File: src/rtl/multitone_gen.sv
// Multi-channel square-wave tone generator with per-note duration timers and a
// registered speaker mixer (OR / XOR / round-robin / mute).
module multitone_gen #(
   parameter int FCLK  = 50000000,
   parameter int NCH   = 4,
   parameter int FW    = 32,
   parameter int RR_SH = 10
) (
   input  logic                                       clk,
   input  logic                                       reset_n,
   input  logic                                       wr,
   input  logic [((NCH > 1) ? $clog2(NCH) : 1) - 1:0] wr_ch,
   input  logic [FW-1:0]                              wr_freq,
   input  logic [15:0]                                wr_dur,
   input  logic [1:0]                                 mode,
   output logic [NCH-1:0]                             active,
   output logic [NCH-1:0]                             done,
   output logic [NCH-1:0]                             ch_out,
   output logic                                       spkr
);

   localparam int            CHW    = (NCH > 1) ? $clog2(NCH) : 1;
   localparam int            MS_DIV = (FCLK / 1000 < 1) ? 1 : FCLK / 1000;
   localparam logic [FW-1:0] F_HALF = FW'(FCLK / 2);
   localparam logic [FW+1:0] F_CLK  = (FW+2)'(FCLK);

   logic [FW-1:0]    freq_q [NCH];
   logic [FW-1:0]    freq_d [NCH];
   logic [15:0]      dur_q  [NCH];
   logic [15:0]      dur_d  [NCH];
   logic [FW:0]      acc_q  [NCH];
   logic [FW:0]      acc_d  [NCH];
   logic [FW+1:0]    acc_sum[NCH];
   logic [NCH-1:0]   sq_q, sq_d;
   logic [NCH-1:0]   active_q, active_d;
   logic [NCH-1:0]   done_q, done_d;
   logic [31:0]      ms_cnt_q, ms_cnt_d;
   logic             ms_tick;
   logic [RR_SH-1:0] slot_q, slot_d;
   logic [CHW-1:0]   sel_q, sel_d;
   logic [CHW-1:0]   rr_cand;
   logic             spkr_q, spkr_d;
   logic             wr_hit;
   logic [FW-1:0]    wr_freq_c;

   // Shared millisecond prescaler
   always_comb begin
      ms_tick  = (ms_cnt_q == 32'(MS_DIV - 1));
      ms_cnt_d = ms_tick ? '0 : ms_cnt_q + 32'd1;
   end

   always_comb begin
      wr_hit    = wr && (32'(wr_ch) < 32'(NCH));
      wr_freq_c = (wr_freq > F_HALF) ? F_HALF : wr_freq;
      for (int i = 0; i < NCH; i++) begin
         acc_sum[i] = (FW+2)'(acc_q[i]) + (FW+2)'({freq_q[i], 1'b0});
      end
   end

   // Priority per channel: write, then expiry, then normal tone/duration update.
   always_comb begin
      for (int i = 0; i < NCH; i++) begin
         freq_d[i]   = freq_q[i];
         dur_d[i]    = dur_q[i];
         acc_d[i]    = acc_q[i];
         sq_d[i]     = sq_q[i];
         active_d[i] = active_q[i];
         done_d[i]   = 1'b0;
         if (wr_hit && (wr_ch == CHW'(i))) begin
            freq_d[i]   = wr_freq_c;
            dur_d[i]    = wr_dur;
            acc_d[i]    = '0;
            sq_d[i]     = 1'b0;
            active_d[i] = 1'b1;
         end else if (active_q[i] && ms_tick && (dur_q[i] == 16'd1)) begin
            dur_d[i]    = '0;
            acc_d[i]    = '0;
            sq_d[i]     = 1'b0;
            active_d[i] = 1'b0;
            done_d[i]   = 1'b1;
         end else begin
            if (active_q[i] && ms_tick && (dur_q[i] > 16'd1)) begin
               dur_d[i] = dur_q[i] - 16'd1;
            end
            if (!active_q[i] || (freq_q[i] == '0)) begin
               acc_d[i] = '0;
               sq_d[i]  = 1'b0;
            end else if (acc_sum[i] >= F_CLK) begin
               acc_d[i] = (FW+1)'(acc_sum[i] - F_CLK);
               sq_d[i]  = ~sq_q[i];
            end else begin
               acc_d[i] = (FW+1)'(acc_sum[i]);
            end
         end
      end
   end

   // Round-robin selector: at slot end, hop to the next active channel after sel.
   // Scanning downward lets the nearest candidate overwrite farther ones.
   always_comb begin
      slot_d  = slot_q + RR_SH'(1);
      sel_d   = sel_q;
      rr_cand = '0;
      for (int k = NCH; k >= 1; k--) begin
         rr_cand = CHW'((int'(sel_q) + k) % NCH);
         if ((&slot_q) && active_q[rr_cand]) begin
            sel_d = rr_cand;
         end
      end
   end

   always_comb begin
      case (mode)
         2'd0:    spkr_d = |sq_q;
         2'd1:    spkr_d = ^sq_q;
         2'd2:    spkr_d = sq_q[sel_q] & active_q[sel_q];
         default: spkr_d = 1'b0;
      endcase
   end

   // NOTE: the per-channel arrays are ordinary flops rather than a RAM, so they
   // are cleared by reset along with everything else.
   always_ff @(posedge clk) begin
      if (!reset_n) begin
         for (int i = 0; i < NCH; i++) begin
            freq_q[i] <= '0;
            dur_q[i]  <= '0;
            acc_q[i]  <= '0;
         end
         sq_q     <= '0;
         active_q <= '0;
         done_q   <= '0;
         ms_cnt_q <= '0;
         slot_q   <= '0;
         sel_q    <= '0;
         spkr_q   <= 1'b0;
      end else begin
         for (int i = 0; i < NCH; i++) begin
            freq_q[i] <= freq_d[i];
            dur_q[i]  <= dur_d[i];
            acc_q[i]  <= acc_d[i];
         end
         sq_q     <= sq_d;
         active_q <= active_d;
         done_q   <= done_d;
         ms_cnt_q <= ms_cnt_d;
         slot_q   <= slot_d;
         sel_q    <= sel_d;
         spkr_q   <= spkr_d;
      end
   end

   assign active = active_q;
   assign done   = done_q;
   assign ch_out = sq_q;
   assign spkr   = spkr_q;

endmodule

File: config.mk
export PLATFORM = sky130hd
export DESIGN_NAME = multitone_gen
export DESIGN_NICKNAME = d
export VERILOG_FILES = /design/src/rtl/multitone_gen.sv
export SDC_FILE = /design/constraint.sdc
export NUM_CORES = 1
export LEC_CHECK = 0
export BUFFER_PORTS_ARGS = -buffer_cell sky130_fd_sc_hd__buf_4
export CORE_UTILIZATION = 45
export DETAILED_ROUTE_END_ITERATION = 10
export MAX_ROUTING_LAYER = met4
export PLACE_DENSITY_LB_ADDON = 0.05
export RECOVER_POWER = 100
export SYNTH_ARGS = -nofsm -noshare
export SYNTH_HDL_FRONTEND = slang
export SYNTH_SLANG_ARGS = --single-unit
export TNS_END_PERCENT = 50
File: constraint.sdc
create_clock -name clk -period 9.4 [get_ports clk]
set_input_delay 0.47 -clock clk [delete_from_list [all_inputs] [get_ports clk]]
set_output_delay 0.47 -clock clk [all_outputs]
set_load 0.02 [all_outputs]
Word level (Yosys, flattened, before mapping)

Memory sizes are Yosys's and may differ from the RTL's.
Index checks and enable logic that the tools add are counted.

Flip-flop bits (word level): 57
Memory bits (writable): 324
Output and inout port bits: 13
Word-level logic and storage cells: 206
Memories: 3

Add/subtract/negate cells: 18
$lt $le $gt $ge: 14
Eq/ne operators: 10
Mux-type cells: 76
Bitwise logic cells: 18
Reductions and logical operators: 51

Memory list:

| memory | words | width | rd ports | clocked after memory_dff | write ports | line | RTL |
|---|---|---|---|---|---|---|---|
| acc_q  | 4     | 33    | 4        | 0                        | 4           | 31   | `logic [FW:0] acc_q [NCH];` |
| freq_q | 4     | 32    | 4        | 0                        | 4           | 27   | `logic [FW-1:0] freq_q [NCH];` |
| dur_q  | 4     | 16    | 4        | 0                        | 4           | 29   | `logic [15:0] dur_q [NCH];` |

Operators with widths:

| kind                                                  | count |
|---|---|
| 2-to-1 mux 33 bit                                     | 20 |
| 2-to-1 mux 32 bit                                     | 9 |
| 2-to-1 mux 16 bit                                     | 16 |
| adder 33 x 33 -> 34 bit                               | 4 |
| >= comparator 34 x 26 -> 1 bit, second input constant | 4 |
| subtractor 33 x 26 -> 33 bit, second input constant   | 4 |
| logical NOT 32 bit                                    | 4 |
| == test 16 x 1 -> 1 bit, second input constant        | 4 |
| > comparator 16 x 1 -> 1 bit, second input constant   | 4 |
| subtractor 16 x 1 -> 16 bit, second input constant    | 4 |
| adder 32 x 1 -> 32 bit, second input constant         | 1 |
| == test 32 x 16 -> 1 bit, second input constant       | 1 |
| > comparator 32 x 25 -> 1 bit, second input constant  | 1 |
| logical AND 1 bit                                     | 20 |
| 2-to-1 mux 1 bit                                      | 20 |
| OR reduction 4 bit                                    | 5 |
| < comparator 2 x 3 -> 1 bit, second input constant    | 5 |
| binary-select mux 1 bit (select 2 bit)                | 6 |
| bitwise OR 1 bit                                      | 12 |
| adder 10 x 1 -> 10 bit, second input constant         | 1 |
| AND reduction 10 bit                                  | 1 |
| OR reduction 2 bit                                    | 5 |
| 2-to-1 mux 2 bit                                      | 4 |
| nonzero test 2 bit                                    | 4 |
| 12 further kinds                                      | 28 |

Depth between registers and ports, before layout

Depth in word-level cells: 8
Mapped depth: 19

Worst setup path after synthesis

Ideal clock, no wire load.

Path type: flip-flop to flip-flop
Start: mem freq_q[2][0]
End: mem acc_q[2][15] (netlist bit)
Library setup time: 0.123 ns
Data arrival time: 3.488 ns
Setup slack: 5.788 ns
Cell stages (with the launch flop): 16
Path buffers: 1
Period minus slack after synthesis: 3.612 ns
Path through: dfxtp_1 -> ha_1 -> inv_1 -> fa_1 -> nor2b_1 -> o31a_1 -> a211oi_4 -> or3b_1 -> a21oi_1 -> a211oi_1 -> or3b_4 -> nor4b_4 -> and4_1 -> buf_4 -> a21oi_1 -> mux2_1

RTL lines:

| item            | line |
|---|---|
| start, declared | 27 |
| end, declared   | 31 |

==> flow_summary.toml <==
[clocking]
cts_buffers = 45
cts_hold_buffers = 0
cts_resized = 0
root_buffer = "clkbuf_16"
clock-sinks = 377
htree_levels = 2
cts.path.max_buffers = 3
cts_tree = "done"
clkTransAtPathRegs_ns = 0.06
worstSkewPairLatency_ns = 0.58
cts_setup_buffers = 0

[detailed_routing]
vias = 24800
routed_wl_mm = 82.4
post_drt_wl_per_cell_microns = 20.3
drt_first_pass_iters = 6
viasPerCell = 6.09
drc = 0
ant_nets = 0
drtIter0Drc = 1758

[setup_path]
cp_cell_sequence = "clkbuf_1, clkinvlp_2, nor2_1, nand3_1, or2_2, or3_1, mux2i_1"
cp-end-kind = "flip-flop"
crit_slowest_cell = "clkinvlp_2"
worst-endpoint-arrival_ns = 7.40
start_kind = "input port"
critPathKind = "input port to flip-flop"
critical_path_peak_fanout = 42
max_stage_delay_ns = 1.93
required_ns = 9.88

[finish]
finalInstanceArea_sq_um = 28000
n_fill_cell = 5697
final_cells = 4067
ff_latch_area_sq_um = 7550
finalNetCount = 3485
diodes = 0
drive_gt1_share_pct = 6.70
multi_input_area_sq_um = 17200
area_growth_pct = 8.73

[logic_synthesis]
synthTopCellsByCount = "dfxtp_1 (377), nand2_1 (361), nor2_1 (341), a21oi_1 (291), o21ai_0 (174)"
syn_area_sq_um = 25700
synth_edf_count = 0
yosysSeqAreaShare_pct = 29.4
netlist_instances = 3302
synth.distinct_cells = 114
syn_avg_cell_area_sq_um = 7.79
synth.area.top_cells = "dfxtp_1 (29%), ha_1 (7.2%), a21oi_1 (5.7%), nand2_1 (5.3%), nor2_1 (5.0%)"
synthArstFlopShare_pct = 0
ys.flop_type = "dfxtp_1"
synth_top_area_cell = "dfxtp_1"
yosysTopAreaCellShare_pct = 29.4
synth_most_common_cell = "dfxtp_1"
yosysWarningCount = 0
synth-seq-cells = 377
syn_nets = 3509

[job]
maxCapViolCount = 8

[sta]
fin_skew_ns = 0.0158
setup_viol = 0
worst_pin_slew_ns = 4.35
timing.final.max_slew_violations = 285
setup_tns_ns = 0
relSlewSlack_pct = -190
finalHoldViolCount = 0
rsz0062_at_grt = "no"
fmax_ghz = 0.145
min_period_ns = 6.92
finalCritPeriodShare_pct = 73.6

[place]
dp_hpwl_mm = 62.6
portBuffers = 67
place_area_sq_um = 26600
gp_congestion = 0.976
place_inst = 3987

[global_routing]
grt_max_degree = 88
grt_pass1_vias = 22800
grt_pass1_wl_mm = 128
gr-total-overflow = 0
antenna_found_initial = 0
grtUsageTotal_pct = 28.6

[power]
p_per_area_nw_per_um2 = 136
total_power_w = 0.00379
ir_drop_mv = 0.158
p_leak_nw = 11.2

[die]
chipWidth_microns = 241
die_h_microns = 241
coreArea_sq_um = 56400
io_pins = 68
start_util_pct = 45.6
rows = 87
dieArea_sq_um = 58100

[outcome]
failed_checks = "capacitance limit, slew limit"
status = "finished with violations"

[min_path]
hold_path_class = "input port to flip-flop"
==> registers in the layout, summed over array words and instances, names as in the netlist <==
name	count
sel_q	2
active	4
ms_cnt_q	32
slot_q	10
spkr	1
dur_q	64
acc_q	128
freq_q	128
ch_out	4
done	4
==> metrics by stage <==
| stage | utilization (%) | worst slack, ns | hold WS, ns |
|---|---|---|---|
| 5_1_grt | 49.6 | 2.17 | 0.108 |
| 4_1_cts | 49.8 | 4.67 | 0.102 |
| 3_3_place_gp | 47.2 | 4.77 | 0.428 |
| 6_report | 49.6 | 2.48 | 0.128 |
| 2_1_floorplan | - | 5.79 | 0.418 |
| 3_5_place_dp | 47.2 | 4.66 | 0.445 |
==> report_power, final <==
| group | internal [W] | switching (W) | leakage, nW |
|---|---|---|---|
| clock network | 0.00106 | 0.000729 | 0.735 |
| registers | 0.00163 | 0.0000355 | 3.05 |
| logic | 0.000117 | 0.000221 | 7.45 |
==> layout by cell type (no fill, tap or decap), types with 25 or more instances in the layout <==
cell type,count
clkbuf_1,30
nor3_1,82
o21ai_0,178
nor2_1,338
or3_1,58
nor2b_1,25
and3_1,63
nand2b_1,42
buf_4,60
nand3_1,116
o21ai_1,28
clkbuf_16,45
o211ai_1,35
a21o_1,91
nand2_1,361
xnor2_1,75
nor4_1,57
xor2_1,75
inv_1,65
a22o_1,31
a211oi_1,71
dfxtp_1,377
ha_1,148
and2_1,43
nand4_1,50
mux2i_1,51
a21oi_1,291
==> final timing paths <==
check | cells past startpoint | slack [ns] | end | from
worst max-delay path | 7 | 2.48 | acc_q[3][30] | reset_n
worst min-delay path | 2 | 0.13 | spkr | mode[1]
worst max register to register | 8 | 3.86 | dur_q[1][6] | dur_q[1][4]
worst min register to register | 1 | 0.45 | ms_cnt_q[0] | ms_cnt_q[0]
==> layout make-up <==
cell class,count,share of cell area [%]
clock buffer,62,4.58
sequential,377,27.0
multi-input combinational,2705,61.5
tap,756,3.38
clock inverter,18,0.765
timing repair buffer,82,1.91
inverter,67,0.904
==> critical path, delay by kind of cell <==
| kind | cells | cell delay [ns] |
|---|---|---|
| multiplexers | 1 | 0.18 |
| buffers and inverters | 2 | 3.63 |
| AND/OR/NAND/NOR | 4 | 3.05 |
==> routing by layer <==
layer	wire, microns	global-route usage (%)	part of all wire [%]	vias to the layer above
met3	3970	2.58	4.8	122
li1	-	-	-	12100
met1	38900	38.8	47	11900
met4	2020	7.75	2.5	0
met5	0	-	0	-
met2	37500	45.1	46	695
==> kinds of logic (layout without fill, tap and decap cells) <==
group / Yosys count / count (layout) / share of synthesized area, %
buffers and inverters: 220 / 229 / 3.68
xor gates and xnor gates: 152 / 152 / 5.24
AOI/OAI and AO/OA: 979 / 979 / 25.4
and+or+nand+nor: 1366 / 1366 / 26.6
adders and majority gates: 152 / 152 / 7.51
DFF: 377 / 377 / 29.4
muxes: 56 / 56 / 2.20
No activity file was read; power rests on OpenSTA's default activity.
